===== src/rtl/env_playback_seq_pkg.sv =====
// Shared definitions for the playback read sequencer and its RAM wrapper.
//   seqState_t         : sequencer state encoding (IDLE / RUN / DRAIN)
//   RD_LATENCY_DEFAULT : addr-to-rdata latency of the sample RAM read port;
//                        the RAM wrapper uses the same constant so both agree
//   lenWidthFor()      : length field width able to express a full 2^addrWidth run
package env_playback_seq_pkg;

  typedef enum logic [1:0] {
    IDLE  = 2'd0,
    RUN   = 2'd1,
    DRAIN = 2'd2
  } seqState_t;

  localparam int RD_LATENCY_DEFAULT = 3;

  // One extra bit so that a length of exactly 2^addrWidth fits.
  function automatic int lenWidthFor(input int addrWidth);
    return addrWidth + 1;
  endfunction

endpackage


===== src/rtl/env_playback_seq_valid_delay_line.sv =====
// Fixed-depth shift register carrying per-issue qualifier bits ({last,valid})
// alongside the RAM read pipeline so they line up with the returning data.
//   clk   : clock
//   rst   : asynchronous active-high reset, clears every stage
//   clear : synchronous clear of every stage (used to drop in-flight issues)
//   din   : bits entering stage 0
//   dout  : bits leaving the last stage, DEPTH cycles after entry
module valid_delay_line #(
  parameter int DEPTH = 4,
  parameter int WIDTH = 2
) (
  input  logic             clk,
  input  logic             rst,
  input  logic             clear,
  input  logic [WIDTH-1:0] din,
  output logic [WIDTH-1:0] dout
);

  logic [DEPTH-1:0][WIDTH-1:0] stageReg;

  always_ff @(posedge clk or posedge rst) begin
    if (rst) begin
      stageReg <= '0;
    end else if (clear) begin
      stageReg <= '0;
    end else begin
      stageReg[0] <= din;
      for (int i = 1; i < DEPTH; i++) begin
        stageReg[i] <= stageReg[i-1];
      end
    end
  end

  assign dout = stageReg[DEPTH-1];

endmodule


===== src/rtl/env_playback_seq.sv =====
// Read-side playback sequencer for the sample RAM narrow read port.
// A start command issues a contiguous run of read addresses (one per cycle,
// wrapping modulo 2^ADDRWIDTH) and re-aligns the returning RAM data into a
// valid-qualified sample stream with last/done/busy status.
//   clk, rst            : clock, asynchronous active-high reset
//   start, start_addr,
//   length              : run command; accepted only while idle
//   abort               : cancels the run in progress, dropping in-flight samples
//   addr                : registered read address to the RAM
//   rdata               : RAM read data, RD_LATENCY cycles after addr
//   dout, dout_valid,
//   dout_last           : registered output sample stream
//   busy                : run in progress
//   done                : one-cycle pulse coincident with dout_last
module env_playback_seq
  import env_playback_seq_pkg::*;
#(
  parameter int ADDRWIDTH  = 10,
  parameter int DATAWIDTH  = 4,
  parameter int LENWIDTH   = lenWidthFor(ADDRWIDTH),
  parameter int RD_LATENCY = RD_LATENCY_DEFAULT
) (
  input  logic                 clk,
  input  logic                 rst,
  input  logic                 start,
  input  logic [ADDRWIDTH-1:0] start_addr,
  input  logic [LENWIDTH-1:0]  length,
  input  logic                 abort,
  output logic [ADDRWIDTH-1:0] addr,
  input  logic [DATAWIDTH-1:0] rdata,
  output logic [DATAWIDTH-1:0] dout,
  output logic                 dout_valid,
  output logic                 dout_last,
  output logic                 busy,
  output logic                 done
);

  seqState_t            stateReg, stateNext;
  logic [LENWIDTH-1:0]  remainReg, remainNext;
  logic [ADDRWIDTH-1:0] addrReg, addrNext;
  // Issue flags are registered together with addr so they describe the
  // address currently presented to the RAM.
  logic                 issueValidReg, issueValidNext;
  logic                 issueLastReg, issueLastNext;
  // Zero-length start: no samples, but last/done still pulse once.
  logic                 zeroPulseReg, zeroPulseNext;
  logic                 lineClear;
  logic [1:0]           lineOut;
  logic [DATAWIDTH-1:0] doutReg;

  always_comb begin
    stateNext      = stateReg;
    remainNext     = remainReg;
    addrNext       = addrReg;
    issueValidNext = 1'b0;
    issueLastNext  = 1'b0;
    zeroPulseNext  = 1'b0;
    lineClear      = 1'b0;
    case (stateReg)
      IDLE: begin
        if (start && !abort) begin
          if (length == '0) begin
            zeroPulseNext = 1'b1;
          end else begin
            addrNext       = start_addr;
            remainNext     = length - 1'b1;
            issueValidNext = 1'b1;
            issueLastNext  = (length == LENWIDTH'(1));
            stateNext      = (length == LENWIDTH'(1)) ? DRAIN : RUN;
          end
        end
      end
      RUN: begin
        if (abort) begin
          stateNext = IDLE;
          lineClear = 1'b1;
        end else begin
          // remainReg counts issues still owed after the current one; it is
          // always >= 1 while in RUN.
          addrNext       = addrReg + 1'b1;
          remainNext     = remainReg - 1'b1;
          issueValidNext = 1'b1;
          issueLastNext  = (remainReg == LENWIDTH'(1));
          if (remainReg == LENWIDTH'(1)) begin
            stateNext = DRAIN;
          end
        end
      end
      DRAIN: begin
        if (abort) begin
          stateNext = IDLE;
          lineClear = 1'b1;
        end else if (lineOut[1]) begin
          stateNext = IDLE;
        end
      end
      default: begin
        stateNext = IDLE;
        lineClear = 1'b1;
      end
    endcase
  end

  always_ff @(posedge clk or posedge rst) begin
    if (rst) begin
      stateReg      <= IDLE;
      remainReg     <= '0;
      addrReg       <= '0;
      issueValidReg <= 1'b0;
      issueLastReg  <= 1'b0;
      zeroPulseReg  <= 1'b0;
      doutReg       <= '0;
    end else begin
      stateReg      <= stateNext;
      remainReg     <= remainNext;
      addrReg       <= addrNext;
      issueValidReg <= issueValidNext;
      issueLastReg  <= issueLastNext;
      zeroPulseReg  <= zeroPulseNext;
      doutReg       <= rdata;
    end
  end

  // RD_LATENCY stages cover the RAM pipeline, one more covers the dout register.
  valid_delay_line #(
    .DEPTH(RD_LATENCY + 1),
    .WIDTH(2)
  ) uLine (
    .clk  (clk),
    .rst  (rst),
    .clear(lineClear),
    .din  ({issueLastReg, issueValidReg}),
    .dout (lineOut)
  );

  assign addr       = addrReg;
  assign dout       = doutReg;
  assign dout_valid = lineOut[0];
  assign dout_last  = lineOut[1] | zeroPulseReg;
  assign done       = dout_last;
  assign busy       = (stateReg != IDLE);

endmodule


===== config.mk =====
export PLATFORM = sky130hd
export DESIGN_NAME = env_playback_seq
export DESIGN_NICKNAME = d
export VERILOG_FILES = /design/src/rtl/env_playback_seq_pkg.sv /design/src/rtl/env_playback_seq_valid_delay_line.sv /design/src/rtl/env_playback_seq.sv
export SDC_FILE = /design/constraint.sdc
export NUM_CORES = 1
export LEC_CHECK = 0
export ABC_AREA = 0
export BUFFER_PORTS_ARGS = -buffer_cell sky130_fd_sc_hd__buf_2
export CORE_UTILIZATION = 30
export CTS_CLUSTER_DIAMETER = 80
export DETAILED_ROUTE_END_ITERATION = 6
export PLACE_DENSITY = 0.51
export REMOVE_ABC_BUFFERS = 1
export SYNTH_ARGS = -nofsm -noshare
export SYNTH_HDL_FRONTEND = slang
export SYNTH_SLANG_ARGS = --single-unit

===== constraint.sdc =====
create_clock -name clk -period 3.8 [get_ports clk]
set_input_delay 0.76 -clock clk [delete_from_list [all_inputs] [get_ports clk]]
set_output_delay 0.76 -clock clk [all_outputs]
set_load 0.005 [all_outputs]

==> results.json, run 1 <==
{
  "outcome": "finished, final reports clean",
  "avgRoutedWirePerCell_um": 15.26,
  "antenna_found_initial": 0,
  "place_area_um2": 2694,
  "synth_seq_cells": 38,
  "drt_iter0_drc": 91,
  "clkTransAtPathRegs_ns": 0.08,
  "finalWirelength_um": 5981,
  "tns_ns": 0,
  "synth_warnings": 0,
  "gp_congestion": 0.7915,
  "worstRegToRegCells": 6,
  "leakage_nw": 1.202,
  "cp_top_family": "simple AND/OR/NAND/NOR gates",
  "maxCapViolations": 0,
  "fin_crit_sh_pct": 68.02,
  "synthArstFlopShare_pct": 100.0,
  "synth_edf_count": 0,
  "h-tree-depth": 2,
  "drt_pass1_iterations": 4,
  "fin_area_um2": 2789,
  "tightest_slew_ns": 0.8700,
  "crit_path_top_delay_cell": "and4_1",
  "cpPeakStageDelay_ns": 0.58,
  "ant_nets": 0,
  "ctsResizeCount": 0,
  "crit_path_start_kind": "input pin",
  "fin_crit_ns": 2.585,
  "netlist_area_um2": 2401,
  "nNetsFinal": 327,
  "overflow": 0,
  "ys_top_cells_by_area": "dfrtp_1 40%, o31ai_1 5.0%, ha_1 4.7%",
  "clock.fmax_mhz": 386.9,
  "syn-instance-count": 253,
  "crit_arrival_ns": 2.77,
  "vias": 2091,
  "diodes": 0,
  "path_class": "input pin to flop",
  "instances_no_fill": 392,
  "numCtsBuffers": 5,
  "syn_to_final_growth_pct": 16.15,
  "yosys_most_used_dff": "dfrtp_1",
  "synth_most_common_cell": "dfrtp_1",
  "first_global_vias": 1986,
  "grt_max_degree": 45,
  "crit_buf_inv": 2,
  "cts_num_sinks": 38,
  "hpwlAfterDp_um": 4249,
  "synth.avg_cell_area_um2": 9.490,
  "track_usage_pct": 15.12,
  "cts_tree": "done",
  "cp_max_fo": 12,
  "die_w_um": 91.46,
  "synth_top_area_share_pct": 39.60,
  "rsz0062_at_grt": "false",
  "core_um2": 7727,
  "die-area_um2": 8365,
  "p_per_area_nw_per_um2": 671.3,
  "chipHeight_um": 91.46,
  "drive_above_1_share_pct": 25.52,
  "skew_ns": 0.004259,
  "rows": 32,
  "finalSetupViolCount": 0,
  "clk_latency_ns": 0.29,
  "via_per_inst": 5.334,
  "ys_seq_area_share_pct": 39.60,
  "grt_pass1_wl_um": 9956,
  "cts.root.buffer_cell": "clkbuf_8",
  "finalMaxSlewViolations": 0,
  "yosys.cell_types.count": 57,
  "critPathCaptureType": "flop",
  "postCtsSetupRepairBufs": 0,
  "cp.depth": 7,
  "vdd.ir_drop.worst_mv": 0.2187,
  "start_util_pct": 31.07,
  "worstPathCellList": "buf_2, inv_1, ha_1, nor4b_1, and4_1, nor2_1, o221a_2",
  "dp.cells": 384,
  "finalHoldViolations": 0,
  "port_buffers": 46,
  "relSlewSlack_pct": 41.78,
  "cts-hold-fix-buffers": 0,
  "synth_area_leader_cell": "dfrtp_1",
  "cp_data_required_time_ns": 3.98,
  "cts_max_path_buffers": 2,
  "drcViolationCount": 0,
  "ioPinCount": 47,
  "yosys-top-cells-count": "38 x dfrtp_1, 16 x o31ai_1, 14 x inv_1, 14 x nand2_1, 13 x nand3_1",
  "hp-class": "input pin to async pin"
}
stage by stage:
stage	utilization, %	hold slack (ns)	power, mW	setup slack [ns]
floorplan	-	0.4277	1.307	0.9565
detailed placement	34.86	0.4381	1.589	0.9097
CTS	36.09	0.3982	1.893	1.226
global route	36.09	0.4114	2.053	1.042
global placement	34.86	0.4302	1.577	0.9590
finish	36.09	0.3976	1.872	1.215
layout by cell type (no fill, tap or decap), drive strengths merged, types with 3 or more instances in the layout:
| cell | n |
|---|---|
| a32o | 4 |
| a21oi | 11 |
| nand2 | 14 |
| nand2b | 3 |
| a221oi | 5 |
| nand4 | 7 |
| o21ai | 8 |
| and3 | 3 |
| mux2i | 4 |
| nand3 | 13 |
| nor3 | 4 |
| or3 | 3 |
| o31ai | 16 |
| a31oi | 8 |
| or4 | 6 |
| buf | 50 |
| ha | 9 |
| dfrtp | 38 |
| or2 | 6 |
| nor4b | 4 |
| o41ai | 4 |
| nor4 | 4 |
| clkbuf | 6 |
| inv | 14 |
| and2 | 8 |
| nor2 | 8 |
routing by layer:
metal | routed length, um | track usage (%)
met1 | 2830 | 20.77
met2 | 2836 | 24.37
met3 | 251 | 2.680
met4 | 63 | 3.968
met5 | 0 | 0
where the power goes:
group          total, mW  internal (mW)  switching, mW
Clock              0.295          0.146          0.149
Sequential         0.703          0.544          0.159
Combinational      0.874          0.376          0.498
Total               1.87           1.07          0.806
cell type report:
class,count,area (um2)
clock buffers,6,82.58
fillers,810,4938
clock inverters,2,12.51
repair buffers,50,260.3
flip-flops and latches,38,950.9
multi-input cells,180,1303
inverters,14,52.55
well taps,102,127.6
path summary, 6_finish.rpt:
kind                                         from           endpoint  slack, ns
worst max-delay path                    length[0]            addr[4]       1.22
worst min-delay path                          rst            addr[5]       0.40
worst max register to register        stateReg[0]            addr[4]       1.27
worst min register to register  uLine.stageReg[2]  uLine.stageReg[4]       0.45
max in group asynchronous                     rst            addr[9]       2.70
min in group clk                uLine.stageReg[2]  uLine.stageReg[4]       0.45
logic make-up after synthesis:
kind of cell               Yosys count  synth area share [%]
and+or+nand+nor                     88                 21.99
muxes                                4                 1.668
AOI/OAI and AO/OA                   77                 25.17
DFF                                 38                 39.60
buffers and inverters               35                 6.149
adders and majority gates            9                 4.690
xor gates and xnor gates             2                0.7297
registers in the layout, summed over array words and instances (netlist names):
signal,flops
uLine.dout,2
zeroPulseReg,1
issueLastReg,1
uLine.stageReg,6
stateReg,2
dout,4
remainReg,11
addr,10
issueValidReg,1
Note: power is estimated with default switching activity, not from simulation.
==> inputs of run 2 (changes only) <==
Settings changed: PLACE_DENSITY 0.51 to 0.52.
Clock period 3.8 ns to 2.1 ns, I/O delays scaled along.
==> results.json, run 2 (synthesized netlist as in run 1, its figures left out) <==
{
  "outcome": "finished, final reports clean",
  "clock.fmax_mhz": 512.3,
  "syn_to_final_growth_pct": 22.77,
  "drive_above_1_share_pct": 29.00,
  "cts-hold-fix-buffers": 0,
  "hpwlAfterDp_um": 4194,
  "rows": 32,
  "antenna_found_initial": 0,
  "drcViolationCount": 0,
  "cts_tree": "done",
  "met2_usage_pct": 24.12,
  "place_ws_ns": -0.1208,
  "vdd.ir_drop.worst_mv": 0.4515,
  "fin_area_um2": 2948,
  "avgRoutedWirePerCell_um": 15.04,
  "mostFrequentLayoutCells": "46 x buf_2, 38 x dfrtp_1, 16 x o31ai_1",
  "critPathCaptureType": "flop",
  "first_global_vias": 2068,
  "die_w_um": 91.46,
  "p_per_area_nw_per_um2": 1260,
  "skew_ns": 0.005707,
  "cpPeakStageDelay_ns": 0.47,
  "cts.root.buffer_cell": "clkbuf_8",
  "finalMaxSlewViolations": 0,
  "cts_max_path_buffers": 2,
  "tightest_slew_ns": 0.5429,
  "numCtsBuffers": 5,
  "cp_top_family": "simple AND/OR/NAND/NOR gates",
  "drt_pass1_iterations": 4,
  "cp_data_required_time_ns": 2.29,
  "track_usage_pct": 15.73,
  "p_total_mw": 3.716,
  "dp.cells": 394,
  "drt_iter0_drc": 131,
  "clk_latency_ns": 0.29,
  "leakage_nw": 1.287,
  "start_util_pct": 31.07,
  "worstPathCellList": "inv_1, ha_1, mux2i_1, or2_1, buf_4, or4_1, o221a_2",
  "ant_nets": 0,
  "path_class": "flop to flop",
  "rsz0062_at_grt": "false",
  "core_um2": 7727,
  "chipHeight_um": 91.46,
  "use_met3_pct": 2.680,
  "crit_buf_inv": 2,
  "finalWirelength_um": 6046,
  "whs_ns": 0.1142,
  "vias": 2130,
  "fin_crit_ns": 1.952,
  "met1_usage_pct": 22.29,
  "tns_ns": 0,
  "place_area_um2": 2794,
  "layout_commonest_cell": "buf_2",
  "fin_ws_ns": 0.1480,
  "ctsResizeCount": 1,
  "final_util_pct": 38.15,
  "finalHoldViolations": 0,
  "largest_reg_flops": 11,
  "h-tree-depth": 2,
  "via_per_inst": 5.299,
  "crit_path_start_kind": "flop",
  "port_buffers": 46,
  "top_usage_layer": "met2",
  "cts_num_sinks": 38,
  "top_register": "remainReg",
  "grt_max_degree": 45,
  "instances_no_fill": 402,
  "cp_max_fo": 11,
  "nNetsFinal": 337,
  "overflow": 0,
  "maxCapViolations": 0,
  "die-area_um2": 8365,
  "hp-class": "input pin to async pin",
  "ioPinCount": 47,
  "crit_path_top_delay_cell": "or4_1",
  "gp_congestion": 0.8324,
  "diodes": 0,
  "postCtsSetupRepairBufs": 0,
  "crit_arrival_ns": 2.14,
  "finalSetupViolCount": 0,
  "fin_crit_sh_pct": 92.95,
  "relSlewSlack_pct": 63.77,
  "grt_pass1_wl_um": 10480,
  "clkTransAtPathRegs_ns": 0.08
}
-- run 2: changes by cell type in the layout (fill, tap and decap cells not counted), sizes merged --
cell and change:
buf +10, bufinv +2, clkbuf -1, clkinvlp -1
-- run 2: worst reg2reg max path, stage by stage (launching register included) --
cell and delay, ns:
dfrtp_1 0.38, inv_1 0.11, ha_1 0.20, mux2i_1 0.11, or2_1 0.25, buf_4 0.20
or4_1 0.47, o221a_2 0.13
-- run 2: where the power goes --
group          internal, mW  leakage (nW)  switching [mW]  total (mW)
registers             0.985         0.475           0.275        1.26
clock network         0.476        0.0683           0.283       0.759
logic                 0.747         0.744           0.949        1.70
-- run 2: layout make-up --
class	count	area (um2)
Clock inverter	3	68.82
Multi-Input combinational cell	180	1315
Fill cell	778	4780
Timing Repair Buffer	60	364.1
Inverter	14	52.55
Tap cell	102	127.6
Clock buffer	5	68.82
Sequential cell	38	950.9
-- run 2: worst paths after layout --
check                                  startpoint                 to  slack (ns)  cells after the start
worst min-delay path                          rst            dout[1]        0.11                      2
min in group clk                         rdata[2]            dout[2]        0.23                      1
worst max register to register        stateReg[1]            addr[4]        0.15                      7
worst max-delay path                  stateReg[1]            addr[4]        0.15                      7
worst min register to register  uLine.stageReg[0]  uLine.stageReg[2]        0.45                      1
max in group asynchronous                     rst            addr[0]        1.48                      3
-- run 2: routing by layer --
metal  vias to the layer above  wire length, um
met4                         0               44
met2                        52             2807
met1                      1015             2922
li1                       1059                -
met3                         4              272
met5                         -                0
